===== config.mk =====
export PLATFORM = sky130hd
export DESIGN_NAME = bird_motion
export DESIGN_NICKNAME = d
export VERILOG_FILES = /design/src/rtl/bird_motion.sv
export SDC_FILE = /design/constraint.sdc
export NUM_CORES = 1
export LEC_CHECK = 0
export CAP_MARGIN = 30
export CORE_UTILIZATION = 45
export DETAILED_ROUTE_END_ITERATION = 8
export MAX_ROUTING_LAYER = met4
export PLACE_DENSITY = 0.73
export SYNTH_ARGS = -nofsm -noshare
export SYNTH_HDL_FRONTEND = slang
export SYNTH_SLANG_ARGS = --single-unit

===== constraint.sdc =====
create_clock -name clk -period 3 [get_ports clk]
set_input_delay 0.6 -clock clk [delete_from_list [all_inputs] [get_ports clk]]
set_output_delay 0.6 -clock clk [all_outputs]
set_load 0.01 [all_outputs]

===== src/rtl/bird_motion.sv =====
// bird_motion: vertical physics engine for the bird sprite.
// Integrates gravity and jump impulses once per physics tick and reports the
// bird row, its signed velocity (positive = down) and a sticky ground-hit flag.
// Optional feature macro: BIRD_HOVER_EN adds an idle triangle-wave bob of
// +/-HOVER_AMP rows around Y_START while the game has not started.
// jump handshake: jump is a one-cycle pulse with no ready/ack; it is only
// meaningful in a cycle where state == GAME and is otherwise dropped.
// dbg_state exposes the internal FSM (0 IDLE, 1 FLY, 2 DEAD).
module bird_motion #(
  parameter int TICK_DIV  = 650000,
  parameter int Y_START   = 240,
  parameter int Y_MIN     = 0,
  parameter int Y_MAX     = 440,
  parameter int GRAVITY   = 1,
  parameter int JUMP_VEL  = 8,
  parameter int V_MAX     = 10,
  parameter int HOVER_AMP = 4
) (
  input  logic              clk,
  input  logic              rst,
  input  logic              game_rst,
  input  logic [1:0]        state,
  input  logic              jump,
  output logic [10:0]       bird_y,
  output logic signed [7:0] bird_vel,
  output logic              ground_hit,
  output logic [1:0]        dbg_state
);

  localparam int CW = $clog2(TICK_DIV);
  localparam logic [CW-1:0]     TICK_LAST = CW'(TICK_DIV - 1);
  localparam logic [10:0]       Y_SPAWN   = 11'(Y_START);
  localparam logic [10:0]       Y_CEIL    = 11'(Y_MIN);
  localparam logic [10:0]       Y_GROUND  = 11'(Y_MAX);
  localparam logic signed [11:0] Y_MIN_S  = 12'(Y_MIN);
  localparam logic signed [11:0] Y_MAX_S  = 12'(Y_MAX);
  localparam logic signed [8:0] VEL_GRAV  = 9'(GRAVITY);
  localparam logic signed [8:0] VEL_CAP   = 9'(V_MAX);
  localparam logic signed [7:0] VEL_JUMP  = 8'(-JUMP_VEL);

  // Parameter sanity: refuse to elaborate an inconsistent configuration.
  if (TICK_DIV < 2 || !(Y_MIN < Y_START && Y_START < Y_MAX && Y_MAX < 2048) ||
      JUMP_VEL > 127 || V_MAX > 127 ||
      Y_START - HOVER_AMP < Y_MIN || Y_START + HOVER_AMP > Y_MAX) begin : g_bad_params
    $error("bird_motion: inconsistent parameters");
  end

  typedef enum logic [1:0] {S_IDLE = 2'd0, S_FLY = 2'd1, S_DEAD = 2'd2} fsm_t;

  fsm_t                fsm_q, fsm_d;
  logic [CW-1:0]       cnt_q;
  logic                tick;
  logic                jump_pending, pend_d;
  logic [10:0]         y_d;
  logic signed [7:0]   vel_d;
  logic                hit_d;
  logic signed [11:0]  y_sum;
  logic signed [8:0]   vel_inc;
  logic signed [7:0]   vel_fall;
  logic                st_game, st_over, st_start, jump_ok;

`ifdef BIRD_HOVER_EN
  localparam logic [10:0] Y_HOV_HI = 11'(Y_START + HOVER_AMP);
  localparam logic [10:0] Y_HOV_LO = 11'(Y_START - HOVER_AMP);
  logic hov_down_q, hov_down_d;
`endif

  assign st_game   = (state == 2'b01);
  assign st_over   = (state == 2'b10);
  assign st_start  = (state == 2'b00) || (state == 2'b11);
  assign jump_ok   = jump && st_game;
  assign tick      = (cnt_q == TICK_LAST);
  assign dbg_state = fsm_q;

  // Physics tick divider; restarts from zero on any reset.
  always_ff @(posedge clk) begin
    if (rst || game_rst) cnt_q <= '0;
    else if (tick)       cnt_q <= '0;
    else                 cnt_q <= cnt_q + 1'b1;
  end

  // FSM next state plus next values of every output register.
  always_comb begin
    fsm_d  = fsm_q;
    y_d    = bird_y;
    vel_d  = bird_vel;
    hit_d  = ground_hit;
    pend_d = jump_pending;
`ifdef BIRD_HOVER_EN
    hov_down_d = hov_down_q;
`endif
    // Old velocity moves the bird; 12-bit signed so the ceiling can be seen.
    y_sum    = $signed({1'b0, bird_y}) + $signed({{4{bird_vel[7]}}, bird_vel});
    vel_inc  = $signed({bird_vel[7], bird_vel}) + VEL_GRAV;
    vel_fall = (vel_inc > VEL_CAP) ? VEL_CAP[7:0] : vel_inc[7:0];

    case (fsm_q)
      S_IDLE: begin
        vel_d  = '0;
        hit_d  = 1'b0;
        pend_d = 1'b0;
`ifdef BIRD_HOVER_EN
        if (tick) begin
          if (hov_down_q) begin
            y_d = bird_y + 11'd1;
            if (bird_y + 11'd1 >= Y_HOV_HI) hov_down_d = 1'b0;
          end else begin
            y_d = bird_y - 11'd1;
            if (bird_y - 11'd1 <= Y_HOV_LO) hov_down_d = 1'b1;
          end
        end
`else
        y_d = Y_SPAWN;
`endif
        // The controller raises the first jump together with GAME.
        if (st_game) begin
          fsm_d  = S_FLY;
          pend_d = jump_ok;
        end
      end
      S_FLY, S_DEAD: begin
        if (st_start) begin
          fsm_d  = S_IDLE;
          y_d    = Y_SPAWN;
          vel_d  = '0;
          hit_d  = 1'b0;
          pend_d = 1'b0;
`ifdef BIRD_HOVER_EN
          hov_down_d = 1'b1;
`endif
        end else begin
          if (tick) begin
            pend_d = 1'b0;
            vel_d  = (fsm_q == S_FLY && (jump_pending || jump_ok)) ? VEL_JUMP : vel_fall;
            y_d    = y_sum[10:0];
            if (y_sum < Y_MIN_S) begin
              y_d   = Y_CEIL;
              vel_d = '0;
            end else if (y_sum >= Y_MAX_S) begin
              y_d   = Y_GROUND;
              vel_d = '0;
              if (fsm_q == S_FLY) hit_d = 1'b1;
            end
          end else if (fsm_q == S_FLY) begin
            pend_d = jump_pending || jump_ok;
          end
          if (fsm_q == S_FLY && st_over) begin
            fsm_d  = S_DEAD;
            pend_d = 1'b0;
          end
        end
      end
      default: fsm_d = S_IDLE;
    endcase
  end

  // State and output registers; rst and game_rst both respawn the bird.
  always_ff @(posedge clk) begin
    if (rst || game_rst) begin
      fsm_q        <= S_IDLE;
      bird_y       <= Y_SPAWN;
      bird_vel     <= '0;
      ground_hit   <= 1'b0;
      jump_pending <= 1'b0;
    end else begin
      fsm_q        <= fsm_d;
      bird_y       <= y_d;
      bird_vel     <= vel_d;
      ground_hit   <= hit_d;
      jump_pending <= pend_d;
    end
  end

`ifdef BIRD_HOVER_EN
  // Hover direction; the first bob step after a respawn goes down.
  always_ff @(posedge clk) begin
    if (rst || game_rst) hov_down_q <= 1'b1;
    else                 hov_down_q <= hov_down_d;
  end
`endif

endmodule

==> results of run 1 <==
==> cells by family after synthesis <==
logic type | Yosys count
AO/OA/AOI/OAI | 77
XOR/XNOR | 28
adder cells (fa/ha/maj) | 20
buffers and inverters | 26
flip-flops | 43
multiplexers | 2
AND/OR/NAND/NOR | 144
==> power by group through the flow <==
stage	logic (mW)	clock network (mW)	registers (mW)
floorplan	0.0327	0	0.590
detailed placement	0.0576	0	0.590
global placement	0.0563	0	0.590
finish	0.0575	0.488	0.577
global route	0.0634	0.528	0.577
CTS	0.0579	0.497	0.577
==> final cells by class <==
| cell class | instances | share of cell area (%) |
|---|---|---|
| clock buffers | 6 | 2.48 |
| inverters | 15 | 1.69 |
| well taps | 75 | 2.81 |
| flip-flops and latches | 43 | 25.8 |
| clock inverters | 2 | 1.16 |
| multi-input cells | 271 | 55.5 |
| repair buffers | 36 | 10.5 |
==> per-stage QoR <==
stage / power, mW / instance area [sq um] / util [%]
after floorplan: 0.623 / 2820 / -
after global placement: 0.646 / 3210 / 53.6
after detailed placement: 0.648 / 3210 / 53.6
after CTS: 1.13 / 3330 / 55.7
after global routing: 1.17 / 3340 / 55.7
final: 1.12 / 3340 / 55.7
==> sequential cells by signal, summed over array words and instances (netlist names) <==
| register | count |
|---|---|
| cnt_q | 20 |
| ground_hit | 1 |
| jump_pending | 1 |
| dbg_state | 2 |
| bird_y | 11 |
| bird_vel | 8 |
==> path summary, 6_finish.rpt <==
| kind | startpoint | end | depth (start not counted) |
|---|---|---|---|
| max | bird_vel[0]$_SDFFE_PP0P_ | ground_hit$_SDFFE_PP0P_ | 11 |
| min | cnt_q[0]$_SDFF_PP0_ | cnt_q[0]$_SDFF_PP0_ | 1 |
| max reg2reg | bird_vel[0]$_SDFFE_PP0P_ | ground_hit$_SDFFE_PP0P_ | 11 |
| min reg2reg | cnt_q[0]$_SDFF_PP0_ | cnt_q[0]$_SDFF_PP0_ | 1 |
==> metal layers <==
layer	routed length, um	global-route usage, %
met5	0	-
met4	106	6.43
met3	203	4.16
met2	3020	37.1
met1	3090	26.7
==> placed cells by master (no fill, tap or decap), types with 5 or more instances in the layout <==
| cell | count |
|---|---|
| a21oi_1 | 18 |
| a22oi_1 | 8 |
| and3_1 | 9 |
| buf_4 | 8 |
| clkbuf_8 | 6 |
| clkdlybuf4s50_1 | 27 |
| dfxtp_1 | 42 |
| ha_1 | 19 |
| inv_1 | 15 |
| nand2_1 | 25 |
| nand2b_1 | 5 |
| nand3_1 | 17 |
| nand4_1 | 5 |
| nor2_1 | 49 |
| o21ai_0 | 9 |
| xnor2_1 | 17 |
| xor2_1 | 11 |
==> flow_results.xml, run 1 <==
<?xml version="1.0" encoding="UTF-8"?>
<metrics>
  <group name="outcome">
    <metric name="outcome" unit="">complete, no violations</metric>
  </group>
  <group name="clock_network">
    <metric name="clock_sinks" unit="">43</metric>
    <metric name="root_buffer" unit="">clkbuf_8</metric>
    <metric name="htreeDepth" unit="">2</metric>
    <metric name="clk_transition_reported_paths" unit="ns">0.09</metric>
    <metric name="cts_hold_buffers" unit="">0</metric>
    <metric name="clockBufferDepth" unit="">2</metric>
    <metric name="numCtsBuffers" unit="">5</metric>
    <metric name="cts.repair_timing.setup_buffer_count" unit="">0</metric>
    <metric name="ctsResizeCount" unit="">0</metric>
    <metric name="clkLatencyLatePin" unit="ns">0.30</metric>
    <metric name="clock_tree_from_tritoncts" unit="">built</metric>
  </group>
  <group name="pwr">
    <metric name="p_leak" unit="nW">1.31</metric>
    <metric name="power.share.clock" unit="%">43.5</metric>
    <metric name="pwr_density_cell" unit="mW/mm^2">336</metric>
    <metric name="sequentialPowerShare" unit="%">51.4</metric>
    <metric name="peakVddDrop" unit="mV">0.325</metric>
    <metric name="internal_power" unit="uW">872</metric>
    <metric name="p_switching" unit="uW">250</metric>
    <metric name="swShare" unit="%">22.3</metric>
    <metric name="p_comb_share" unit="%">5.1</metric>
  </group>
  <group name="sta">
    <metric name="finalCritPeriodShare" unit="%">91.6</metric>
    <metric name="timing.final.ws_setup" unit="ns">0.251</metric>
    <metric name="final_period_minus_worst_setup_slack" unit="ns">2.75</metric>
    <metric name="setup_repair_after_global_routing_missed_its_margin" unit="">false</metric>
    <metric name="max_slew_margin" unit="%">60.8</metric>
    <metric name="finalHoldWorstSlack" unit="ns">0.456</metric>
    <metric name="timing.setup.tns" unit="ns">0</metric>
    <metric name="setup_viol" unit="">0</metric>
    <metric name="fmax" unit="MHz">364</metric>
    <metric name="finalHoldViolCount" unit="">0</metric>
    <metric name="maxSlewViolCount" unit="">0</metric>
    <metric name="finalClockSkew" unit="ns">0.00532</metric>
    <metric name="max_slew.worst_pin.slew" unit="ns">0.586</metric>
  </group>
  <group name="routing">
    <metric name="drt_first_pass_iters" unit="">4</metric>
    <metric name="drt-initial-drc-count" unit="">213</metric>
    <metric name="detail_route.wl_per_cell" unit="um">14.3</metric>
    <metric name="drtAntennaViolNets" unit="">0</metric>
    <metric name="post-route-drc-count" unit="">0</metric>
    <metric name="detailroute.via_count" unit="">2544</metric>
    <metric name="post_drt_via_cell_ratio" unit="">5.68</metric>
    <metric name="routed_wl" unit="um">6420</metric>
  </group>
  <group name="layout">
    <metric name="sequential_cell_area" unit="sq um">862</metric>
    <metric name="drive_above_1_share" unit="%">8.31</metric>
    <metric name="p_r_area_growth_vs_syn" unit="%">18.2</metric>
    <metric name="nets" unit="">398</metric>
    <metric name="multi_input_area" unit="sq mm">0.00185</metric>
    <metric name="final_cells" unit="">448</metric>
    <metric name="nFillCells" unit="">559</metric>
    <metric name="antenna-diode-count" unit="">0</metric>
  </group>
  <group name="die">
    <metric name="dieHeight" unit="um">81.2</metric>
    <metric name="io_pins" unit="">28</metric>
    <metric name="die_area" unit="sq mm">0.00659</metric>
    <metric name="fp.dieW" unit="um">81.2</metric>
    <metric name="effective_utilization_at_floorplan" unit="%">47.1</metric>
    <metric name="fp-row-count" unit="">28</metric>
    <metric name="core" unit="sq mm">0.00599</metric>
  </group>
  <group name="setup_path">
    <metric name="timing.critical_path.fanout_max" unit="">8</metric>
    <metric name="worstPathArrival" unit="ns">3.00</metric>
    <metric name="crit_slowest_cell" unit="">dfxtp_1</metric>
    <metric name="crit_top_cell" unit="">o21ai_0</metric>
    <metric name="cp_top_family" unit="">compound AO/OA/AOI/OAI gates</metric>
    <metric name="critical_path_required" unit="ns">3.25</metric>
    <metric name="start_kind" unit="">flop</metric>
    <metric name="path_cells" unit="">ha_1 -&gt; inv_1 -&gt; fa_1 -&gt; nor2b_4 -&gt; o21ai_0 -&gt; mux2i_1 -&gt; a32oi_2 -&gt; nor3b_2 -&gt; o21ai_4 -&gt; o21ai_0 -&gt; o211a_1</metric>
    <metric name="cp.buffers_inverters" unit="">1</metric>
    <metric name="reg2reg_setup_slack" unit="ns">0.25</metric>
    <metric name="worstSetupEndpointType" unit="">flop</metric>
    <metric name="critical-path-max-stage-delay" unit="ns">0.45</metric>
    <metric name="worstSetupPathType" unit="">reg2reg</metric>
  </group>
  <group name="placement">
    <metric name="routabilityCongestion" unit="">0.904</metric>
    <metric name="dp_worst_setup_slack" unit="ns">0.212</metric>
    <metric name="placed_cells_incl_taps" unit="">440</metric>
    <metric name="placement.io_buffers" unit="">27</metric>
    <metric name="dp.final_hpwl" unit="um">4930</metric>
  </group>
  <group name="run">
    <metric name="max_capacitance_violation_count" unit="">0</metric>
  </group>
  <group name="synth">
    <metric name="most_frequent_cells_after_synthesis" unit="">nor2_1 (49), dfxtp_1 (43), nand2_1 (25)</metric>
    <metric name="synth.cell_area" unit="sq mm">0.00282</metric>
    <metric name="post_synth_xor_area_fraction" unit="%">8.69</metric>
    <metric name="yosys.area.top_type_share" unit="%">30.5</metric>
    <metric name="ys_async_sr_fraction" unit="%">0</metric>
    <metric name="post_synth.cell_area_avg" unit="sq um">8.30</metric>
    <metric name="synth.lib_cells_used.distinct" unit="">63</metric>
    <metric name="synth_simple_gate_area_share" unit="%">26.7</metric>
    <metric name="ys_seq_area_share" unit="%">30.5</metric>
    <metric name="synth_top_cell_by_area" unit="">dfxtp_1</metric>
    <metric name="synth_most_common_cell" unit="">nor2_1</metric>
    <metric name="synth-edff-count" unit="">0</metric>
    <metric name="synth.yosys.warnings" unit="">0</metric>
    <metric name="yosys.area_share.adder" unit="%">9.14</metric>
    <metric name="postSynthRegisterBits" unit="">43</metric>
    <metric name="postSynthCellCount" unit="">340</metric>
    <metric name="synth_top_family_by_area" unit="">simple AND/OR/NAND/NOR gates</metric>
    <metric name="top_cells_by_area_synth" unit="">dfxtp_1 (31%), ha_1 (8.4%), nor2_1 (6.5%)</metric>
    <metric name="syn-num-nets" unit="">366</metric>
    <metric name="yosys_most_used_dff" unit="">dfxtp_1</metric>
    <metric name="synth-compound-area-share" unit="%">20.4</metric>
    <metric name="synthMuxAreaShare" unit="%">0.710</metric>
  </group>
  <group name="worst_hold_path">
    <metric name="hold_path_class" unit="">reg2reg</metric>
  </group>
  <group name="global_route">
    <metric name="grt_antenna_before_repair" unit="">0</metric>
    <metric name="grt_pass1_wl" unit="um">10900</metric>
    <metric name="grt.total_usage" unit="%">22.1</metric>
    <metric name="largest_net_degree_at_the_start_of_global_routing" unit="">19</metric>
    <metric name="grt_remaining_overflow" unit="">0</metric>
    <metric name="grt_pass1_vias" unit="">2350</metric>
  </group>
</metrics>
Note: power is estimated with default switching activity, not from simulation.
==> run 2, diff against run 1 <==
--- a/config.mk
+++ b/config.mk
@@ -10,6 +10,7 @@
 export DETAILED_ROUTE_END_ITERATION = 8
 export MAX_ROUTING_LAYER = met4
 export PLACE_DENSITY = 0.73
+export SLEW_MARGIN = 20
 export SYNTH_ARGS = -nofsm -noshare
 export SYNTH_HDL_FRONTEND = slang
 export SYNTH_SLANG_ARGS = --single-unit
==> results of run 2 <==
The final DEF is identical to that of run 1; final timing and power are the same.
==> RTL edit, RTL diff (flow settings as in run 2) <==
Add a define of `BIRD_HOVER_EN`.
--- a/src/rtl/bird_motion.sv
+++ b/src/rtl/bird_motion.sv
@@ -6,6 +6,8 @@
 // jump handshake: jump is a one-cycle pulse with no ready/ack; it is only
 // meaningful in a cycle where state == GAME and is otherwise dropped.
 // dbg_state exposes the internal FSM (0 IDLE, 1 FLY, 2 DEAD).
+`define BIRD_HOVER_EN
+
 module bird_motion #(
   parameter int TICK_DIV  = 650000,
   parameter int Y_START   = 240,
Function: changed (a bounded check fails within 4 cycles, from zero or initial values).
==> RTL edit against run 2 <==
  * Hold slack lost 0.0068 ns
  * Synthesized area grew 27%
  * Sequential share of layout area shrank 4.7 points
  * Final area grew 25%
  * First-iteration DRC count grew 18%
  * Worst setup slack got worse by 0.10 ns
  * Sequential cell count rose by 1
  * Synthesized cell count grew 41%
  * Total power grew 6.5%
  * Count of clock-buffer cells in the layout decreased by 1
  * Routed wire length up 50%
  * Combinational power is 120% higher
  * Largest cell class unchanged
==> RTL edit: results (changes against run 2) <==
[grt]
grt_first_pass_wirelength_um=16500  ; +52%
track_usage_pct=24.7  ; +2.7 points
grt_antenna_before_repair=0  ; unchanged
grt_pass1_vias=3493  ; +49%
pin_count_of_the_biggest_net_entering_global_routing=20  ; +1

[critical_path]
rr_startpoint=bird_y[4]
timing.reg2reg.setup_slack_ns=0.15  ; -0.10 ns
cp_data_arrival_time_ns=3.05  ; +0.05 ns
timing.rr.end=bird_y[4]
worst_r2r_path_depth=9  ; -2
critPathMaxFanout=5  ; -3

[placed_design]
dp_hpwl_um=7180  ; +46%
placement.io_buffers=27  ; unchanged
detailed_place.area_mm2=0.00405  ; +26%
place_congestion=0.900  ; -0.45%

[pwr]
ir_drop_uv=245  ; -25%
p_leak_nw=1.54  ; +17%

[logic_synthesis]
synth_unique_cells=71  ; +13%
synthTopCellsByCount=sky130_fd_sc_hd__nor2_1 (48), sky130_fd_sc_hd__dfxtp_1 (44), sky130_fd_sc_hd__nand2_1 (35)
postSynth.asyncResetShare_pct=0  ; unchanged
postSynthNetCount=508  ; +39%
synth_area_leaders=sky130_fd_sc_hd__dfxtp_1 (25%), sky130_fd_sc_hd__ha_1 (7.4%), sky130_fd_sc_hd__nor2_1 (5.0%), sky130_fd_sc_hd__a21oi_1 (4.5%), sky130_fd_sc_hd__o21ai_0 (4.2%)
total_of_warnings_raised_by_yosys=0  ; unchanged
yosysSeqAreaShare_pct=24.7  ; -5.8 points

[sta]
fin_skew_ns=0.00677  ; +0.00145 ns
timing_worst_slew_pin_value_ns=0.612  ; +0.0256 ns
finalHoldWorstSlack_ns=0.450  ; -0.00681 ns

[finish]
nNetsFinal=539  ; +35%
final_core_util_pct=54.2  ; -1.5 points
drive_gt1_share_pct=10.4  ; +2.0 points
antenna-diode-count=0  ; unchanged
reg.largest.list=cnt_q: 20 flops, bird_y: 11 flops, bird_vel: 8 flops
num-fill-cells=759  ; +36%

[min_path]
min_delay_path_depth=1  ; unchanged
min-delay-start=cnt_q[0]
hold_path_class=register to register
end_point_of_the_most_critical_hold_path=cnt_q[0]

[cts]
cts-buffers-inserted=5  ; unchanged
clock-root-buffer=sky130_fd_sc_hd__clkbuf_8
clk_path_buf_depth=2  ; unchanged
path_clk_slew_ns=0.09  ; about the same
htreeDepth=2  ; unchanged
clock_insertion_delay_at_the_later_pin_of_the_skew_report_ns=0.30  ; about the same

[detailed_routing]
drt-initial-drc-count=251  ; +18%
drtPass1Iterations=5  ; +1
route.vias.total=3760  ; +48%
total_routed_wirelength_um=9660  ; +50%

[status]
outcome=finished clean

## RTL edit: changes by cell type after synthesis, sizes merged, moves of 5 or more
cell,delta
and2,+6
and3,+9
xnor2,-5
a31oi,+12
nor3,+8
a22oi,-5
clkbuf,+20
nand2,+10
o21ai,+20
xor2,+6
a21oi,+17
## RTL edit: kinds of logic (layout without fill, tap and decap cells)
logic type      Yosys count  after routing  synth area share (%)
fa+ha+maj                22             22                  7.92
simple gates            196            196                  28.5
mux                       1              1                 0.280
xor+xnor                 29             29                  7.11
flops                    44             44                  24.7
buf+inv                  47             79                  5.26
compound gates          141            141                  26.3
## RTL edit: worst max-delay path, cell delays in order (launching register included)
cell and delay, ns:
sky130_fd_sc_hd__dfxtp_1 0.34, sky130_fd_sc_hd__ha_1 0.37, sky130_fd_sc_hd__and2_4 0.18, sky130_fd_sc_hd__a221oi_2 0.32, sky130_fd_sc_hd__a21oi_2 0.13, sky130_fd_sc_hd__or3_1 0.36, sky130_fd_sc_hd__a211o_1 0.33, sky130_fd_sc_hd__a21oi_2 0.28
sky130_fd_sc_hd__a31oi_1 0.15, sky130_fd_sc_hd__a211o_1 0.28
## RTL edit: layout make-up
| class | count | share of cell area [%] |
|---|---|---|
| multi-input combinational | 389 | 60.1 |
| sequential | 44 | 21.1 |
| timing repair buffer | 54 | 11.4 |
| tap | 102 | 3.06 |
| clock buffer | 5 | 1.65 |
| inverter | 17 | 1.53 |
| clock inverter | 3 | 1.11 |
## RTL edit: per-stage QoR
stage               setup WS, ns  instances
detailed placement         0.194        606
finish                     0.146        614
global placement           0.165        606
floorplan                  0.219        480
CTS                        0.187        614
global route              0.0355        614
## RTL edit: repair_timing
item | CTS | global route
endpoints found under the setup margin | 0 | 10
gates resized for setup | 0 | 1
setup buffers | 0 | 0
## RTL edit: worst max path at each step
| stage | start | endpoint | cells past startpoint | slack [ns] |
|---|---|---|---|---|
| 6_report | bird_y[4] | bird_y[4] | 9 | 0.15 |
| 5_1_grt | bird_vel[0] | bird_vel[6] | 12 | 0.04 |
| 4_1_cts | bird_y[0] | bird_y[2] | 12 | 0.19 |
| 3_5_place_dp | state[0] | bird_y[3] | 9 | 0.19 |
| 3_3_place_gp | state[0] | bird_y[3] | 9 | 0.17 |
| 2_1_floorplan | bird_y[1] | bird_y[5] | 11 | 0.22 |
## RTL edit: routing by layer
layer	GRT usage, %	up-vias	wire, um
met4	7.54	0	194
met5	-	-	0
met2	39.5	153	4390
met3	2.43	28	623
met1	33.0	1744	4450
li1	-	1835	-
## RTL edit: power breakdown
part	leakage [nW]	switching (W)	internal [W]	total [W]
logic	1.13	0.0000772	0.0000489	0.000126
clock network	0.0548	0.000228	0.000251	0.000479
registers	0.355	0.00000316	0.000588	0.000591
